--- config.mk ---
export PLATFORM = sky130hd
export DESIGN_NAME = tape_line_in
export DESIGN_NICKNAME = d
export VERILOG_FILES = /design/src/rtl/tape_line_in.sv
export SDC_FILE = /design/constraint.sdc
export NUM_CORES = 1
export LEC_CHECK = 0
export CORE_MARGIN = 5
export CORE_UTILIZATION = 62
export CTS_CLUSTER_SIZE = 28
export DETAILED_ROUTE_END_ITERATION = 10
export MAX_ROUTING_LAYER = met4
export PLACE_DENSITY = 0.91
export REMOVE_ABC_BUFFERS = 1
export SLEW_MARGIN = 20
export SYNTH_ARGS = -nofsm -noshare
export SYNTH_HDL_FRONTEND = slang
export SYNTH_SLANG_ARGS = --single-unit
--- constraint.sdc ---
create_clock -name clk_i -period 4.19 [get_ports clk_i]
set_input_delay 1.257 -clock clk_i [delete_from_list [all_inputs] [get_ports clk_i]]
set_output_delay 1.257 -clock clk_i [all_outputs]
set_load 0.005 [all_outputs]
--- src/rtl/tape_line_in.sv ---
// tape_line_in: conditions the raw tape comparator input for the console tape port.
// Synchronises the pin, glitch-filters it, and derives an edge strobe,
// the last half-period length and a carrier-detect flag.
// Optional build macro: TAPE_LINE_IN_INVERT_EN samples the inverted pin
// for inverting line buffers. Timing is identical in both builds.
module tape_line_in #(
  parameter int unsigned FILTER_LEN      = 8,
  parameter int unsigned CARRIER_TIMEOUT = 1000000,
  parameter int unsigned MIN_EDGES       = 16
) (
  input  logic        clk_i,
  input  logic        reset_n_i,
  input  logic        en_i,
  input  logic        line_i,
  output logic        tap_o,
  output logic        edge_o,
  output logic [15:0] period_o,
  output logic        carrier_o,
  output logic        led_o
);

  localparam int unsigned FW = (FILTER_LEN > 1) ? $clog2(FILTER_LEN) : 1;
  localparam int unsigned TW = (CARRIER_TIMEOUT > 1) ? $clog2(CARRIER_TIMEOUT) : 1;
  localparam int unsigned EW = $clog2(MIN_EDGES + 1);
  localparam int unsigned PW = 16;

  logic          line_s;
  logic          s1_q, s1_d;
  logic          s2_q, s2_d;
  logic [FW-1:0] fcnt_q, fcnt_d;
  logic          tap_q, tap_d;
  logic          edge_q, edge_d;
  logic [PW-1:0] pcnt_q, pcnt_d;
  logic [PW-1:0] period_q, period_d;
  logic [TW-1:0] tcnt_q, tcnt_d;
  logic [EW-1:0] ecnt_q, ecnt_d;
  logic          carrier_q, carrier_d;

  logic          toggle;
  logic [PW-1:0] pcnt_inc;
  logic [EW-1:0] ecnt_inc;

`ifdef TAPE_LINE_IN_INVERT_EN
  assign line_s = ~line_i;
`else
  assign line_s = line_i;
`endif

  // Synchroniser keeps running regardless of enable
  always_comb begin
    s1_d = line_s;
    s2_d = s1_q;
  end

  // Glitch filter, period measurement and carrier detect
  always_comb begin
    fcnt_d    = fcnt_q;
    tap_d     = tap_q;
    edge_d    = 1'b0;
    pcnt_d    = pcnt_q;
    period_d  = period_q;
    tcnt_d    = tcnt_q;
    ecnt_d    = ecnt_q;
    carrier_d = carrier_q;
    toggle    = 1'b0;
    pcnt_inc  = (pcnt_q == 16'hFFFF) ? pcnt_q : pcnt_q + 16'd1;
    ecnt_inc  = (ecnt_q == EW'(MIN_EDGES)) ? ecnt_q : ecnt_q + EW'(1);

    if (!en_i) begin
      fcnt_d    = '0;
      tap_d     = 1'b0;
      pcnt_d    = '0;
      period_d  = '0;
      tcnt_d    = '0;
      ecnt_d    = '0;
      carrier_d = 1'b0;
    end else begin
      if (s2_q == tap_q) begin
        fcnt_d = '0;
      end else if (fcnt_q == FW'(FILTER_LEN - 1)) begin
        tap_d  = s2_q;
        fcnt_d = '0;
        toggle = 1'b1;
      end else begin
        fcnt_d = fcnt_q + FW'(1);
      end

      edge_d = toggle;

      if (toggle) begin
        period_d = pcnt_inc;
        pcnt_d   = '0;
      end else begin
        pcnt_d   = pcnt_inc;
      end

      // An edge always beats a simultaneous timeout
      if (toggle) begin
        tcnt_d = '0;
        ecnt_d = ecnt_inc;
        if (ecnt_inc == EW'(MIN_EDGES)) begin
          carrier_d = 1'b1;
        end
      end else if (tcnt_q == TW'(CARRIER_TIMEOUT - 1)) begin
        tcnt_d    = '0;
        ecnt_d    = '0;
        carrier_d = 1'b0;
      end else begin
        tcnt_d = tcnt_q + TW'(1);
      end
    end
  end

  // State registers
  always_ff @(posedge clk_i or negedge reset_n_i) begin
    if (!reset_n_i) begin
      s1_q      <= 1'b0;
      s2_q      <= 1'b0;
      fcnt_q    <= '0;
      tap_q     <= 1'b0;
      edge_q    <= 1'b0;
      pcnt_q    <= '0;
      period_q  <= '0;
      tcnt_q    <= '0;
      ecnt_q    <= '0;
      carrier_q <= 1'b0;
    end else begin
      s1_q      <= s1_d;
      s2_q      <= s2_d;
      fcnt_q    <= fcnt_d;
      tap_q     <= tap_d;
      edge_q    <= edge_d;
      pcnt_q    <= pcnt_d;
      period_q  <= period_d;
      tcnt_q    <= tcnt_d;
      ecnt_q    <= ecnt_d;
      carrier_q <= carrier_d;
    end
  end

  assign tap_o     = tap_q;
  assign edge_o    = edge_q;
  assign period_o  = period_q;
  assign carrier_o = carrier_q;
  assign led_o     = tap_q & carrier_q;

endmodule

==> results.yml <==
status:
  outcome: "completed"
pwr:
  p_leak_nw: 1.483
  p_per_area_mw_per_mm2: 369.0
  peakVddDrop_mv: 0.2217
synth:
  yosysWarnings: 0
  synth_top_area_share_pct: 54.39
  synthArstFlopShare_pct: 100.0
  synth_edf_count: 0
  yosysMostFrequentCell: "dfrtp_1"
  seq_area_frac_synth_pct: 54.39
  ys.flop_type: "dfrtp_1"
  synth_largest_area_cell: "dfrtp_1"
  synth_area_mm2: 0.002990
  syn_inst: 297
  synth_area_leaders: "dfrtp_1 54%, nor2_1 5.4%, xnor2_1 5.0%"
  avgSynthCellArea_um2: 10.07
  synth.distinct_cells: 41
  synth_commonest_cells: "65 x dfrtp_1, 43 x nor2_1, 34 x nand2_1"
  ys_seq_elements: 65
finish:
  drive_above_1_share_pct: 8.182
  area.sequential_mm2: 0.001627
  layout.nets: 336
  antenna_cells: 0
  multi_input_area_mm2: 0.001292
  fillers: 312
  synthToLayoutAreaGrowth_pct: 16.90
  fin_cells: 384
setup_path:
  crit_slowest_cell: "clkdlybuf4s50_1"
  crit_path_end_kind: "output pin"
  crit_required_ps: 2930
  critical_path_buf_inv_count: 1
  worstSetupPathType: "reg2out"
  regToRegStartpoint: "pcnt_q[0]$_DFF_PN0_"
  worstPathMaxFanout: 4
  start_kind: "flop"
  arrival_ps: 1420
  reg2reg_to: "period_o[11]$_DFFE_PN0P_"
  max_stage_delay_ps: 500
  reg2reg_depth: 6
  critical_path.top_delay_family: "buffers and inverters"
  path_cells: "and2_1 > clkdlybuf4s50_1"
  reg2reg_setup_slack_ps: 2010
timing:
  layout_min_cycle_time_ps: 2673
  finalCritPeriodShare_pct: 63.80
  maxSlewHeadroom_pct: 35.64
  fin_setup_tns_ps: 0
  max_freq_ghz: 0.3741
  finalSetupViolations: 0
  worstMarginPinSlew_ps: 957.5
  finalWorstSetupSlack_ps: 1517
  slew_violations: 0
  skew_ps: 7.787
  report.final.hold_viol_count: 0
  rsz0062_at_grt: "false"
clocking:
  cts_sinks: 65
  post_cts_buffers: 0
  cts_made_buffers: 9
  root_buffer: "clkbuf_8"
  ctsLongestPathBuffers: 2
  cts.hold.buffers_added: 0
  cts_resized: 0
  clock_latency_ps: 340
  h-tree-depth: 3
  path_clk_slew_ps: 70
  cts_tree: "yes"
detailed_routing:
  wl_per_cell_um: 15.17
  drc: 0
  drt-vias-per-instance: 5.763
  vias: 2213
  drtPass1Iterations: 5
  wirelength_um: 5827
  dr.first_iter.drc_count: 220
  ant_nets: 0
global_routing:
  grt_pass1_vias: 2172
  antenna_found_initial: 0
  gr-usage-all-layers_pct: 21.80
  grt_first_pass_wirelength_um: 10250
  grt_max_degree: 52
  gr-total-overflow: 0
worst_hold_path:
  hp-class: "reg2reg"
  min-delay-start: "s1_q$_DFF_PN0_"
  min_path_cells: 0
  holdPathEnd: "s2_q$_DFF_PN0_"
floorplanning:
  die_y_um: 79.45
  core_area_mm2: 0.004692
  rows: 25
  die-area_mm2: 0.006312
  start_util_pct: 63.73
  die_x_um: 79.45
  num_io_pins: 24
placement:
  port_buffers: 23
  place_inst: 369
  hpwl_um: 3810
  pre_cts_ws_ps: 1269
  globalplace.congestion: 0.8462
run:
  maxCapViolations: 0
-- worst register-to-register path, delay by kind of cell, from the launching register on --
| family | cells | cell delay [ps] |
|---|---|---|
| AND/OR/NAND/NOR | 3 | 1040 |
| flip-flops | 1 | 390 |
| AO/OA/AOI/OAI | 1 | 110 |
| XOR/XNOR | 1 | 250 |
| adder cells (fa/ha/maj) | 1 | 280 |
-- layer usage --
metal / track usage, % / part of all wire [%] / wire (um)
met3: 6.772 / 5.1 / 300
met2: 33.64 / 48 / 2800
met5: - / 0 / 0
met1: 27.52 / 45 / 2605
met4: 7.216 / 2.1 / 120
-- area by class of cell --
| type | instances | area share [%] |
|---|---|---|
| multi-input combinational | 216 | 36.97 |
| clock buffer | 13 | 4.832 |
| inverter | 8 | 0.8590 |
| tap | 54 | 1.933 |
| sequential | 65 | 46.53 |
| clock inverter | 2 | 1.718 |
| timing repair buffer | 26 | 7.158 |
-- worst max-delay path by stage --
stage                      startpoint               endpoint  slack [ps]  cells after the start
finish              tap_o$_DFFE_PN0P_                  led_o        1520                      2
global route        tap_o$_DFFE_PN0P_                  led_o        1420                      2
CTS                 tap_o$_DFFE_PN0P_                  led_o        1490                      2
detailed placement               en_i  ecnt_q[2]$_DFFE_PN0P_        1270                      6
global placement                 en_i  ecnt_q[2]$_DFFE_PN0P_        1310                      6
floorplan                        en_i  carrier_o$_DFFE_PN0P_        1870                      3
-- through the flow --
step | util, % | hold WS (ps) | cell area [um^2] | power (mW)
floorplan | - | 331.2 | 2949 | 0.6684
global placement | 69.57 | 341.6 | 3264 | 0.6895
detailed placement | 69.57 | 353.2 | 3264 | 0.6928
CTS | 74.45 | 368.1 | 3493 | 1.294
global route | 74.51 | 386.5 | 3496 | 1.346
finish | 74.51 | 362.2 | 3496 | 1.290
-- state kept, by name, summed over array words and instances, names as in the netlist --
register	cells
tap_o	1
fcnt_q	3
pcnt_q	16
s2_q	1
s1_q	1
period_o	16
carrier_o	1
tcnt_q	20
ecnt_q	5
edge_o	1
-- cells by family after synthesis --
logic type               after synthesis  share of synthesized area [%]
adder cells (fa/ha/maj)                6                          2.510
XOR/XNOR                              30                          9.038
flip-flops                            65                          54.39
AO/OA/AOI/OAI                         32                          6.528
AND/OR/NAND/NOR                      144                          23.81
buffers and inverters                 16                          2.385
multiplexers                           4                          1.339
-- placed cells by master (no fill, tap or decap), types with 2 or more instances in the layout --
| cell | count |
|---|---|
| nor3_1 | 7 |
| bufinv_16 | 2 |
| a21oi_1 | 3 |
| nand3_1 | 18 |
| buf_4 | 4 |
| mux2i_1 | 4 |
| nor3b_1 | 3 |
| a31oi_1 | 2 |
| nand2_1 | 34 |
| and3_1 | 6 |
| xor2_1 | 12 |
| o21ai_0 | 11 |
| nand3b_1 | 3 |
| o21ai_1 | 8 |
| clkbuf_8 | 12 |
| and4_1 | 2 |
| dfrtp_1 | 65 |
| nor2_1 | 43 |
| ha_1 | 6 |
| clkdlybuf4s50_1 | 22 |
| nor4_1 | 7 |
| inv_1 | 8 |
| or2_2 | 3 |
| nand4_1 | 9 |
| nor4_2 | 2 |
| xnor2_1 | 17 |
-- power breakdown --
group | switching, mW | total [mW] | internal, mW | leakage (nW)
Sequential | 0.00635 | 0.640 | 0.634 | 0.898
Combinational | 0.0293 | 0.0401 | 0.0107 | 0.470
Clock | 0.228 | 0.609 | 0.381 | 0.116
Total | 0.264 | 1.29 | 1.03 | 1.48
Note: power is estimated with default switching activity, not from simulation.
